[config.mk]
export PLATFORM = sky130hd
export DESIGN_NAME = lfsr_rand_server
export DESIGN_NICKNAME = d
export VERILOG_FILES = /design/src/rtl/lfsr_rand_server.sv
export SDC_FILE = /design/constraint.sdc
export NUM_CORES = 1
export LEC_CHECK = 0
export ABC_AREA = 1
export BUFFER_PORTS_ARGS = -buffer_cell sky130_fd_sc_hd__clkbuf_2
export CORE_MARGIN = 10
export CORE_UTILIZATION = 55
export DETAILED_ROUTE_END_ITERATION = 8
export PLACE_DENSITY = 0.78
export SLEW_MARGIN = 10
export SYNTH_ARGS = -nofsm -noshare
export SYNTH_HDL_FRONTEND = slang
export SYNTH_SLANG_ARGS = --single-unit
[constraint.sdc]
create_clock -name clk -period 2.54 [get_ports clk]
set_input_delay 0.508 -clock clk [delete_from_list [all_inputs] [get_ports clk]]
set_output_delay 0.508 -clock clk [all_outputs]
set_load 0.01 [all_outputs]
[src/rtl/lfsr_rand_server.sv]
// lfsr_rand_server: one 5-bit Galois LFSR (x^5+x^2+1, period 31) shared by NUM_REQ
// requesters through a round-robin arbiter. Each grant is a registered one-cycle pulse
// that carries the current LFSR value, after which the LFSR advances.
//
// Ports:
//   clk         rising-edge clock
//   rst         synchronous, active-high reset
//   seed_load   load seed_in into the LFSR and restart warm-up
//   seed_in     new seed (zero is replaced by 5'h01)
//   req         level requests, one bit per requester
//   gnt         one-hot single-cycle grant pulse
//   rand_valid  high together with any gnt bit
//   rand_out    random value for the granted requester
//   busy        high while warming up

module lfsr_rand_server #(
   parameter int unsigned NUM_REQ       = 4,
   parameter logic [4:0]  SEED          = 5'h01,
   parameter int unsigned WARMUP_CYCLES = 4
) (
   input  logic               clk,
   input  logic               rst,
   input  logic               seed_load,
   input  logic [4:0]         seed_in,
   input  logic [NUM_REQ-1:0] req,
   output logic [NUM_REQ-1:0] gnt,
   output logic               rand_valid,
   output logic [4:0]         rand_out,
   output logic               busy
);

   localparam int unsigned PtrW     = (NUM_REQ > 1) ? $clog2(NUM_REQ) : 1;
   localparam logic [4:0]  SeedInit = (SEED == 5'h00) ? 5'h01 : SEED;
   localparam logic [4:0]  WarmLast = 5'(WARMUP_CYCLES - 1);

   typedef enum logic [0:0] {StWarmup, StRun} state_e;

   state_e             state_q, state_d;
   logic [4:0]         lfsr_q, lfsr_d;
   logic [4:0]         warm_cnt_q, warm_cnt_d;
   logic [PtrW-1:0]    rr_ptr_q, rr_ptr_d;
   logic [NUM_REQ-1:0] gnt_q, gnt_d;
   logic               rand_valid_q, rand_valid_d;
   logic [4:0]         rand_out_q, rand_out_d;

   logic [NUM_REQ-1:0] eligible;
   logic               found;
   logic [PtrW-1:0]    winner;

   function automatic logic [4:0] lfsr_step(input logic [4:0] s);
      return {s[3], s[2], s[1] ^ s[4], s[0], s[4]};
   endfunction

   // Round-robin search starting at rr_ptr; the requester granted last cycle is masked
   // so a request held one extra cycle is not granted twice.
   always_comb begin
      eligible = req & ~gnt_q;
      found    = 1'b0;
      winner   = '0;
      for (int unsigned i = 0; i < NUM_REQ; i++) begin
         int unsigned     idx;
         logic [PtrW-1:0] cand;
         idx  = (32'(rr_ptr_q) + i) % NUM_REQ;
         cand = PtrW'(idx);
         if (!found && eligible[cand]) begin
            found  = 1'b1;
            winner = cand;
         end
      end
   end

   always_comb begin
      state_d      = state_q;
      lfsr_d       = lfsr_q;
      warm_cnt_d   = warm_cnt_q;
      rr_ptr_d     = rr_ptr_q;
      gnt_d        = '0;
      rand_valid_d = 1'b0;
      rand_out_d   = rand_out_q;

      if (seed_load) begin
         // Seeding pre-empts arbitration; rr_ptr survives the reload.
         lfsr_d     = (seed_in == 5'h00) ? 5'h01 : seed_in;
         state_d    = StWarmup;
         warm_cnt_d = '0;
      end else begin
         unique case (state_q)
            StWarmup: begin
               lfsr_d = lfsr_step(lfsr_q);
               if (warm_cnt_q == WarmLast) begin
                  state_d    = StRun;
                  warm_cnt_d = '0;
               end else begin
                  warm_cnt_d = warm_cnt_q + 5'd1;
               end
            end
            StRun: begin
               if (found) begin
                  gnt_d[winner] = 1'b1;
                  rand_valid_d  = 1'b1;
                  rand_out_d    = lfsr_q;
                  lfsr_d        = lfsr_step(lfsr_q);
                  rr_ptr_d      = PtrW'((32'(winner) + 32'd1) % NUM_REQ);
               end
            end
         endcase
      end
   end

   always_ff @(posedge clk) begin
      if (rst) begin
         state_q      <= StWarmup;
         lfsr_q       <= SeedInit;
         warm_cnt_q   <= '0;
         rr_ptr_q     <= '0;
         gnt_q        <= '0;
         rand_valid_q <= 1'b0;
         rand_out_q   <= '0;
      end else begin
         state_q      <= state_d;
         lfsr_q       <= lfsr_d;
         warm_cnt_q   <= warm_cnt_d;
         rr_ptr_q     <= rr_ptr_d;
         gnt_q        <= gnt_d;
         rand_valid_q <= rand_valid_d;
         rand_out_q   <= rand_out_d;
      end
   end

   assign gnt        = gnt_q;
   assign rand_valid = rand_valid_q;
   assign rand_out   = rand_out_q;
   assign busy       = (state_q == StWarmup);

endmodule

After elaboration in Yosys (flattened, before gate mapping) --
Index checks and enable logic that the tools add are counted. W data, S select, Z words.
Storage, ports and cells: register bits 23, output and inout bits 11
Cells by class: $lt $le $gt $ge 6, add/subtract/negate cells 5, reductions and logical operators 12, bitwise gates (word level) 6, multiplexer cells 26, eq/ne operators 2
Operators with widths (count):
- $mux W5 | 4
- $lt A2 B3 Y1 const B | 5
- $mux W1 | 12
- $pmux W5 S2 | 1
- $bmux W1 S2 | 4
- $mux W2 | 4
- $add A5 B1 Y5 const B | 1
- $eq A5 B2 Y1 const B | 1
- $logic_not A5 Y1 | 1
- $add A2 B1 Y2 const B | 2
- $add A2 B2 Y2 const B | 2
- $and A4 B4 Y4 | 1
- $logic_and A1 B1 Y1 | 4
- $not A4 Y4 | 1
- $reduce_or A4 Y1 | 1
- $logic_not A1 Y1 | 3
- $ne A3 B2 Y1 const B | 1
- $not A1 Y1 | 3
- $reduce_and A3 Y1 | 1
- $reduce_or A3 Y1 | 1
- $demux W1 S2 | 1
- $ge A2 B1 Y1 const B | 1
- $reduce_or A2 Y1 | 1
- $xor A1 B1 Y1 | 1

Depth between registers and ports, before layout --
Gate-level depths: netlist (run 1).
depth after elaboration 18, mapped depth 17, mapped depth without buffers 16

Least setup slack after synthesis (run 1) --
Ideal clock, no wire load.
path type input to register, start point input port req[3], end point register rr_ptr_q[1], library setup time 115 ps, path buffers 0, stages on the path 14, data arrival time 1702 ps, slack 723 ps, required time 2425 ps, cell sequence nand3_1 > nand3_1 > nand2_2 > nand3_4 > inv_1 > nand2_1 > nand3_1 > nand2_1 > inv_1 > ha_1 > inv_1 > nand3_1 > nand2_1 > nor2_1
On the way: word-level cells in the longest chain between the ends 14, elaborated cells on any way between the ends 25
Ends and longest elaborated chain:
- from (decl) | RTL line 25 | input logic [NUM_REQ-1:0] req,
- $and A4 B4 Y4 * | RTL line 57 | eligible = req & ~gnt_q;
- $bmux W1 S2 | RTL line 65 | if (!found && eligible[cand]) begin
- $mux W1 (not written as such) | RTL line 65
- $mux W1 | RTL line 65
- $logic_not A1 Y1 | RTL line 65
- $logic_and A1 B1 Y1 | RTL line 65
- $mux W1 | RTL line 65
- $logic_not A1 Y1 | RTL line 65
- $logic_and A1 B1 Y1 | RTL line 65
- $mux W1 | RTL line 65
- $logic_not A1 Y1 | RTL line 65
- $logic_and A1 B1 Y1 | RTL line 65
- $mux W2 / $mux W1 (equally long branches) | RTL line 65
- $add A2 B1 Y2 / $reduce_and A3 Y1 (equally long branches)
- to (signal assigned) | RTL line 123 | rr_ptr_q <= rr_ptr_d;
- to (decl) | RTL line 41 | logic [PtrW-1:0] rr_ptr_q, rr_ptr_d;
Every way passes the cells marked *; elsewhere a longest branch is shown, timed or not. The select of a mux whose other input is x is not followed. A chain may end at the register's enable or synchronous reset.

Worst setup path after layout (run 1) --
start point register rr_ptr_q[0], end point register rr_ptr_q[1]
On the way: word-level cells in the longest chain between the ends 13, elaborated cells on any way between the ends 27
Ends and longest elaborated chain:
- branches (longest 13 deep; another with $add A2 B1 Y2)
Several ways; the timed one is not identified. The select of a mux whose other input is x is not followed.

==> key figures, run 1 <==
Logic synthesis
  • Post-synth top area share: 33.1%
  • Most area-hungry cell type in the Yosys netlist: dfxtp_1
  • Synth Area in Adders: 4.50%
  • Post-synth net total: 209
  • Mapped Avg Cell Area: 7.25 µm²
  • Post-synth cell types: 29
  • Synth Cell Area: 0.00139 mm²
  • Seq/Total Area, Yosys: 33.1%
  • Top cells by area, synth: dfxtp_1 33%, nand3_1 10%, nand2_1 8.9%
  • Post-Synth Simple-Gate Area: 39.8%
  • Syn Inst Count: 192
  • Main combinational cell family by area after synthesis: simple AND/OR/NAND/NOR gates
  • Xor/xnor cell area share of the yosys netlist: 1.26%
  • Synthesized flop and latch total: 23
  • Mux share of post-synthesis cell area: 0%
  • Synth Area in Compound Gates: 11.1%
  • Ys Warns: 0

Place
  • DP Wirelength: 2.35 mm
  • # port buffers: 22
  • Gpl congestion: 0.906
  • DP Area: 0.00150 mm²
  • Dpl ws: 0.433 ns

Die
  • Core Area: 0.00245 mm²
  • Site row count: 18
  • Starting Density: 56.7%
  • Die footprint: 0.00494 mm²
  • Die H: 70.3 µm
  • I/O Pins: 23
  • Die W: 70.3 µm

Global routing
  • Number of global-route vias before repair: 1183
  • Pin count of the biggest net entering global routing: 24
  • Global-route wire length before repair: 4.91 mm
  • Total global-route track usage: 11.3%
  • Number of antenna violations at the first check in global routing: 0
  • Overflow after GRT: 0

Routing
  • Initial DRT Pass Iterations: 4
  • DRC viols: 0
  • Routed wire length: 2.96 mm
  • Vias: 1304
  • Initial DRC Count: 82
  • DRT antenna net count: 0
  • Via/cell ratio: 5.39
  • Avg WL per Cell: 12.2 µm

Clocking
  • Num CTS Buffers: 3
  • CTS Root Cell: clkbuf_4
  • Hold Buf Count CTS: 0
  • Clk pin slew, worst setup/hold paths: 0.13 ns
  • Clock tree buffer depth: 2
  • Post-CTS Setup Bufs: 0
  • # clock sinks: 23
  • Post_cts resized: 0
  • CTS tree: built
  • Latest clock arrival within the worst-skew pair: 0.31 ns
  • H-Tree Depth: 1

Critical path
  • CP top delay family: simple AND/OR/NAND/NOR gates
  • Startpoint Class: register
  • Data arrival time of the worst path: 2.38 ns
  • Type of the worst setup path: reg -> reg
  • R2R setup slack: 0.38 ns
  • Most common cell on crit path: nand3_1
  • Worst path bufs/invs: 3
  • Crit-path cells: nand3_1 -> nand3_1 -> nand2_2 -> nand3_4 -> inv_1 -> nand2_1 -> nand3_1 -> nand2_1 -> inv_1 -> ha_1 -> inv_1 -> nand3_1 -> nand2_1 -> nor2_1
  • Required time of the critical path: 2.75 ns
  • CP max stage delay: 0.57 ns
  • Critical Path Sink Type: register
  • Worst-path fanout max: 8
  • Slowest CP cell: dfxtp_1

STA
  • Relative max-transition margin: 75.2%
  • Hold Violations, Final: 0
  • Setup violations, final: 0
  • Tightest Pin Transition: 0.372 ns
  • Period utilization: 85.1%
  • Fmax: 463 MHz
  • Setup_tns: 0 ns
  • Final max-slew violation count: 0
  • RSZ-0062 raised after global routing: no
  • Final hold slack: 0.411 ns
  • Layout Skew: 0.00544 ns
  • Fin crit period: 2.16 ns
  • Final WS setup: 0.378 ns

Power
  • Peak VDD IR: 0.272 mV
  • Leak: 0.707 nW
  • Overall Power: 629 µW
  • PwrDens: 413 mW/mm²

Cells and area
  • Commonest non-fill, non-tap cell in the layout: nand2_1
  • Most frequent cells in the layout: 33 x nand2_1, 28 x nand3_1, 23 x dfxtp_1
  • Antenna cell count: 0
  • Final Cell Area: 0.00153 mm²
  • P&R area growth vs syn: 9.62%
  • Share of layout cells above drive strength 1: 25.0%
  • Layout Nets: 230

Job
  • Max-cap violations: 0

Min path
  • Hold Crit Class: in -> reg

Status
  • Status: finished, final reports clean
==> final timing paths <==
kind | startpoint | to | depth (start not counted)
worst max-delay path | rr_ptr_q[0] | rr_ptr_q[1] | 14
worst min-delay path | rst | rand_valid | 2
worst max register to register | rr_ptr_q[0] | rr_ptr_q[1] | 14
worst min register to register | state_q | warm_cnt_q[1] | 2
==> cell usage after synthesis (all sizes together) <==
library cell,count
dfxtp,23
nand2,42
clkinv,1
nor4,1
xor2,2
ha,5
nand4,3
and3,4
buf,5
inv,22
clkbuf,2
a211oi,1
nor2,23
o21ai,5
nand3,34
a311oi,1
o22a,1
a21oi,17
==> power breakdown <==
| part | total, mW | switching (mW) | internal, mW | leakage (nW) |
|---|---|---|---|---|
| registers | 0.373 | 0.00485 | 0.368 | 0.187 |
| clock network | 0.171 | 0.111 | 0.0599 | 0.0139 |
| logic | 0.0851 | 0.0545 | 0.0306 | 0.506 |
==> per-stage QoR <==
step / utilization [%] / std cells
2_1_floorplan: - / 192
3_3_place_gp: 60.9 / 238
3_5_place_dp: 60.9 / 238
4_1_cts: 62.1 / 242
5_1_grt: 62.1 / 242
6_report: 62.1 / 242
==> sequential cells by signal (all words and copies together), names as in the netlist <==
name,count
gnt,4
lfsr_q,5
rand_valid,1
rr_ptr_q,2
warm_cnt_q,5
rand_out,5
state_q,1
==> cells by family (layout without fill, tap and decap cells) <==
logic type	Yosys count	count (layout)
XOR/XNOR	2	2
buffers and inverters	30	50
AO/OA/AOI/OAI	25	25
AND/OR/NAND/NOR	107	107
flip-flops	23	23
adder cells (fa/ha/maj)	5	5
==> layout make-up <==
| class | count | area, µm² |
|---|---|---|
| flip-flops and latches | 23 | 460 |
| fillers | 231 | 930 |
| multi-input cells | 139 | 788 |
| repair buffers | 23 | 118 |
| well taps | 30 | 37.5 |
| clock inverters | 1 | 7.51 |
| clock buffers | 3 | 22.5 |
| inverters | 23 | 91.3 |
==> routing by layer <==
metal  share of wire [%]  GRT usage, %  up-vias
met5                   0             0        -
met4                 2.4          7.24        0
met3                 5.8          3.25       10
met2                  47          18.3       37
met1                  45          12.7      586
li1                    -             -      671
(Power assumes the default switching activity.)
==> inputs of run 2 (changes only) <==
ABC_AREA = unset   (was 1)
CORE_UTILIZATION = 53   (was 55)
PLACE_DENSITY = 0.77   (was 0.78)
==> key figures, run 2 <==
Logic synthesis
  • Post-synth net total: 143
  • Top cells by area, synth: dfxtp_1 39%, ha_1 5.2%, a21oi_1 4.6%
  • Most area-hungry cell type in the Yosys netlist: dfxtp_1
  • Seq/Total Area, Yosys: 38.6%
  • Async set or reset register ratio after synthesis: 0%
  • Syn Inst Count: 126
  • Main flop type after synthesis: dfxtp_1
  • Top cells by count, synth: 23 x dfxtp_1, 11 x a21oi_1, 8 x nand2_1, 8 x nor2_1, 6 x o21ai_2
  • Ys Warns: 0
  • Count leader, synth: dfxtp_1
  • Mapped Avg Cell Area: 9.47 µm²
  • Synthesized flop and latch total: 23
  • Number of synthesized flops with an enable pin: 0
  • Synth Cell Area: 0.00119 mm²
  • Post-synth top area share: 38.6%
  • Post-synth cell types: 43

STA
  • Hold Violations, Final: 0
  • Setup violations, final: 0
  • Final max-slew violation count: 0
  • Period utilization: 66.8%
  • Setup_tns: 0 ns
  • Fin crit period: 1.70 ns
  • Layout Skew: 0.00131 ns
  • Tightest Pin Transition: 0.558 ns
  • Relative max-transition margin: 62.5%
  • RSZ-0062 raised after global routing: no
  • Fmax: 589 MHz

Die
  • Die H: 67.5 µm
  • Die footprint: 0.00455 mm²
  • I/O Pins: 23
  • Site row count: 17
  • Die W: 67.5 µm
  • Starting Density: 55.0%
  • Core Area: 0.00217 mm²

Critical path
  • Worst-path fanout max: 6
  • Required time of the critical path: 2.79 ns
  • Type of the worst setup path: reg -> reg
  • Critical Path Start: gnt[1]
  • Startpoint Class: register
  • Worst r2r src: gnt[1]
  • Data arrival time of the worst path: 1.95 ns
  • Critical Path Sink Type: register

Power
  • Gate power share: 11.9%
  • Net Sw Frac: 25.4%
  • Leak: 0.529 nW
  • Clock power share: 27.3%
  • PwrDens: 456 mW/mm²
  • Peak VDD IR: 0.360 mV
  • Sw Pwr: 156 µW
  • Power Internal: 459 µW
  • Seq pwr share: 60.8%

Job
  • Max-cap violations: 0

Routing
  • Routed wire length: 2.52 mm
  • Initial DRC Count: 32
  • DRT antenna net count: 0
  • Avg WL per Cell: 14.2 µm
  • DRC viols: 0
  • Via/cell ratio: 5.76
  • Vias: 1020
  • Initial DRT Pass Iterations: 4

Cells and area
  • Layout Nets: 167
  • Commonest non-fill, non-tap cell in the layout: dfxtp_1
  • Core Util, Final: 62.2%
  • Most frequent cells in the layout: 23 x dfxtp_1, 22 x clkbuf_2, 11 x a21oi_1
  • Antenna cell count: 0
  • P&R area growth vs syn: 13.1%
  • Filler instances: 199
  • Share of layout cells above drive strength 1: 31.5%

Clocking
  • # clock sinks: 23
  • Num CTS Buffers: 3
  • Post_cts resized: 0
  • Hold Buf Count CTS: 0
  • CTS Root Cell: clkbuf_4
  • Latest clock arrival within the worst-skew pair: 0.31 ns
  • Clk pin slew, worst setup/hold paths: 0.12 ns
  • H-Tree Depth: 1
  • Clock tree buffer depth: 2
  • Post-CTS Setup Bufs: 0
  • CTS tree: built

Status
  • Status: finished, final reports clean

Global routing
  • Number of global-route vias before repair: 1026
  • Number of antenna violations at the first check in global routing: 0
  • Pin count of the biggest net entering global routing: 15
  • Global-route wire length before repair: 4.44 mm
  • Total global-route track usage: 12.1%
  • Overflow after GRT: 0

Place
  • DP Wirelength: 2.03 mm
  • # port buffers: 22
  • Gpl congestion: 0.895

Min path
  • HP Start: rand_out[2]
  • Hold Crit Class: reg -> reg
==> run 2: changes by cell type after synthesis, sizes merged, moves of 4 or more <==
cell / change
nand3: -29
a21oi: -5
nand2: -34
nor2b: +7
nor3: +8
nand2b: +4
inv: -21
nor2: -14
and2: +4
==> run 2: area by class of cell <==
cell class	instances	area [µm²]	area share (%)
clock inverters	1	5.00	0.371
repair buffers	24	125	9.27
inverters	1	3.75	0.278
well taps	28	35.0	2.60
multi-input cells	97	698	51.7
flip-flops and latches	23	460	34.1
clock buffers	3	22.5	1.67
==> run 2: final timing paths <==
check                                    to  slack, ns  cells after the start
worst max-delay path            rr_ptr_q[1]       0.84                      6
worst min register to register  rand_out[2]       0.47                      2
worst max register to register  rr_ptr_q[1]       0.84                      6
worst min-delay path            rand_out[2]       0.47                      2
==> run 2: worst max-delay path, cell delays in order (launching register included) <==
cell,delay [ns]
dfxtp_1,0.40
nand2b_1,0.24
nand4_1,0.28
and3_1,0.27
ha_1,0.27
nand2_1,0.06
a21oi_2,0.12
==> run 2: power groups by stage <==
stage	Clock [mW]	Combinational (mW)	Sequential [mW]
global route	0.189	0.0819	0.376
finish	0.168	0.0732	0.375
CTS	0.176	0.0737	0.375
global placement	0	0.0697	0.382
floorplan	0	0.0532	0.381
detailed placement	0	0.0733	0.383
==> run 2: per-stage QoR <==
step / setup WS (ns) / area (µm²) / power [mW] / cells / hold WS, ns
2_1_floorplan: 0.844 / 1190 / 0.434 / 126 / 0.440
3_3_place_gp: 0.688 / 1320 / 0.452 / 173 / 0.452
3_5_place_dp: 0.650 / 1320 / 0.456 / 173 / 0.462
4_1_cts: 0.834 / 1350 / 0.624 / 177 / 0.480
5_1_grt: 0.667 / 1350 / 0.646 / 177 / 0.489
6_report: 0.842 / 1350 / 0.616 / 177 / 0.474
==> run 2: kinds of logic after synthesis <==
family,Yosys count,synth area share [%]
buf+inv,6,2.93
fa+ha+maj,5,5.24
flops,23,38.6
xor+xnor,3,2.20
compound gates,34,22.1
simple gates,55,28.9
==> run 2: metal layers <==
metal  track usage (%)  share of wire [%]
met5                 0                  0
met4              4.36               0.99
met3              3.47                6.7
met2              20.4                 50
met1              14.3                 42
==> inputs of run 3 (changes only) <==
CORE_UTILIZATION = 48   (was 53)
PLACE_DENSITY = 0.74   (was 0.77)
clock period = 1.49 ns   (was 2.54 ns; I/O delays follow)
==> key figures, run 3 (same netlist as run 2, synthesis figures left out) <==
Status
  • Status: finished, final reports clean

STA
  • Fin crit period: 1.48 ns
  • Relative max-transition margin: 78.3%
  • RSZ-0062 raised after global routing: yes
  • Tightest Pin Transition: 0.325 ns
  • Period utilization: 99.6%
  • Layout Skew: 0.00418 ns
  • Hold Violations, Final: 0
  • Final WS setup: 0.00556 ns
  • Setup_tns: 0 ns
  • Fmax: 674 MHz
  • Final max-slew violation count: 0
  • Setup violations, final: 0

Clocking
  • # clock sinks: 23
  • Latest clock arrival within the worst-skew pair: 0.32 ns
  • H-Tree Depth: 1
  • CTS Root Cell: clkbuf_4
  • Clock tree buffer depth: 2
  • Num CTS Buffers: 3
  • Hold Buf Count CTS: 0
  • CTS tree: built
  • Clk pin slew, worst setup/hold paths: 0.12 ns

Die
  • Die H: 69.9 µm
  • Die W: 69.9 µm
  • Site row count: 18
  • Starting Density: 49.1%
  • Die footprint: 0.00488 mm²
  • I/O Pins: 23
  • Core Area: 0.00243 mm²

Global routing
  • Global-route wire length before repair: 4.59 mm
  • Overflow after GRT: 0
  • Pin count of the biggest net entering global routing: 14
  • Total global-route track usage: 11.1%
  • Number of global-route vias before repair: 1062
  • Number of antenna violations at the first check in global routing: 0

Routing
  • Via/cell ratio: 5.28
  • Initial DRC Count: 40
  • Routed wire length: 2.72 mm
  • M1 wire length: 1.21 mm
  • Routed wl met2: 1.33 mm
  • DRC viols: 0
  • Avg WL per Cell: 14.0 µm
  • DR WL met3: 117 µm
  • Initial DRT Pass Iterations: 4
  • Vias: 1025
  • DRT antenna net count: 0
  • Uppermost layer routed: met4

Critical path
  • Critical Path Sink Type: register
  • Type of the worst setup path: reg -> reg
  • Worst-path fanout max: 4
  • CP max stage delay: 0.37 ns
  • Worst path bufs/invs: 0
  • Crit-path cells: nor2b_2 -> a21o_1 -> a21oi_1 -> o22a_2 -> ha_4 -> nand2_1 -> a21oi_2
  • Required time of the critical path: 1.76 ns
  • Reg2reg path depth: 7
  • Levels on crit path: 7
  • Slowest CP cell: dfxtp_2
  • Data arrival time of the worst path: 1.75 ns
  • Startpoint Class: register
  • CP top delay family: compound AO/OA/AOI/OAI gates

Place
  • Dpl ws: -0.117 ns
  • # port buffers: 22
  • DP Wirelength: 2.15 mm
  • Gpl congestion: 0.822
  • DP Area: 0.00145 mm²

Cells and area
  • Layout Nets: 182
  • Share of layout cells above drive strength 1: 47.0%
  • Most frequent cells in the layout: 22 x clkbuf_2, 18 x dfxtp_1, 17 x buf_4
  • Commonest non-fill, non-tap cell in the layout: clkbuf_2
  • Antenna cell count: 0
  • P&R area growth vs syn: 29.0%
  • Final Cell Area: 0.00154 mm²
  • Filler instances: 208

Power
  • Sw Pwr: 285 µW
  • Net Sw Frac: 26.1%
  • Clock power share: 27.1%
  • PwrDens: 709 mW/mm²
  • Power Internal: 807 µW
  • Gate power share: 14.3%
  • Leak: 0.613 nW
  • Peak VDD IR: 0.432 mV
  • Seq pwr share: 58.5%

Job
  • Max-cap violations: 0

Min path
  • Hold Crit Class: in -> reg
  • Hold path depth: 2
==> run 3: cell types whose count changed in the layout (fill, tap and decap cells not counted), sizes merged <==
cell  delta
buf     +15
==> run 3: layout make-up <==
| class | instances | area, µm² | share of cell area [%] |
|---|---|---|---|
| clock buffer | 3 | 22.5 | 1.46 |
| clock inverter | 1 | 5.00 | 0.325 |
| inverter | 1 | 3.75 | 0.244 |
| multi-input combinational | 97 | 767 | 49.8 |
| sequential | 23 | 467 | 30.3 |
| tap | 30 | 37.5 | 2.44 |
| timing repair buffer | 39 | 238 | 15.4 |
==> run 3: final timing paths <==
check             slack [ns]          end   startpoint
setup / recovery       0.006  rr_ptr_q[1]       gnt[0]
setup reg to reg       0.006  rr_ptr_q[1]       gnt[0]
hold / removal          0.27  rr_ptr_q[1]          rst
hold reg to reg         0.48  rand_out[3]  rand_out[3]
==> run 3: repair_timing <==
action,CTS,global route
hold endpoints to repair,0,0
setup endpoints to repair,4,12
pin swaps,3,6
gates resized for setup,4,6
buffers inserted,1,2
gates cloned,0,0
==> run 3: routing by layer <==
layer  vias to the layer above  track usage, %
li1                        527               -
met1                       475            11.9
met3                         5            2.68
met2                        18            19.6
met4                         0            5.92
met5                         -               0
==> run 3: power by group through the flow <==
| stage | Clock, mW | Combinational [mW] | Sequential [mW] |
|---|---|---|---|
| 6_report | 0.296 | 0.157 | 0.640 |
| 5_1_grt | 0.330 | 0.174 | 0.642 |
| 2_1_floorplan | 0 | 0.0967 | 0.649 |
| 4_1_cts | 0.307 | 0.151 | 0.639 |
| 3_5_place_dp | 0 | 0.148 | 0.653 |
| 3_3_place_gp | 0 | 0.142 | 0.652 |
==> run 3: through the flow <==
stage,cells,utilization (%),power [mW],hold slack (ns)
after floorplan,126,-,0.746,0.370
after global placement,187,59.5,0.793,0.450
after detailed placement,187,59.5,0.801,0.460
after CTS,192,61.5,1.10,0.263
after global routing,194,63.3,1.14,0.278
final,194,63.3,1.09,0.266
==> run 3: worst reg2reg max path, cell delays in order, from the launching register on <==
cell	delay, ns
dfxtp_2	0.37
nor2b_2	0.18
a21o_1	0.14
a21oi_1	0.07
o22a_2	0.26
ha_4	0.27
nand2_1	0.05
a21oi_2	0.10
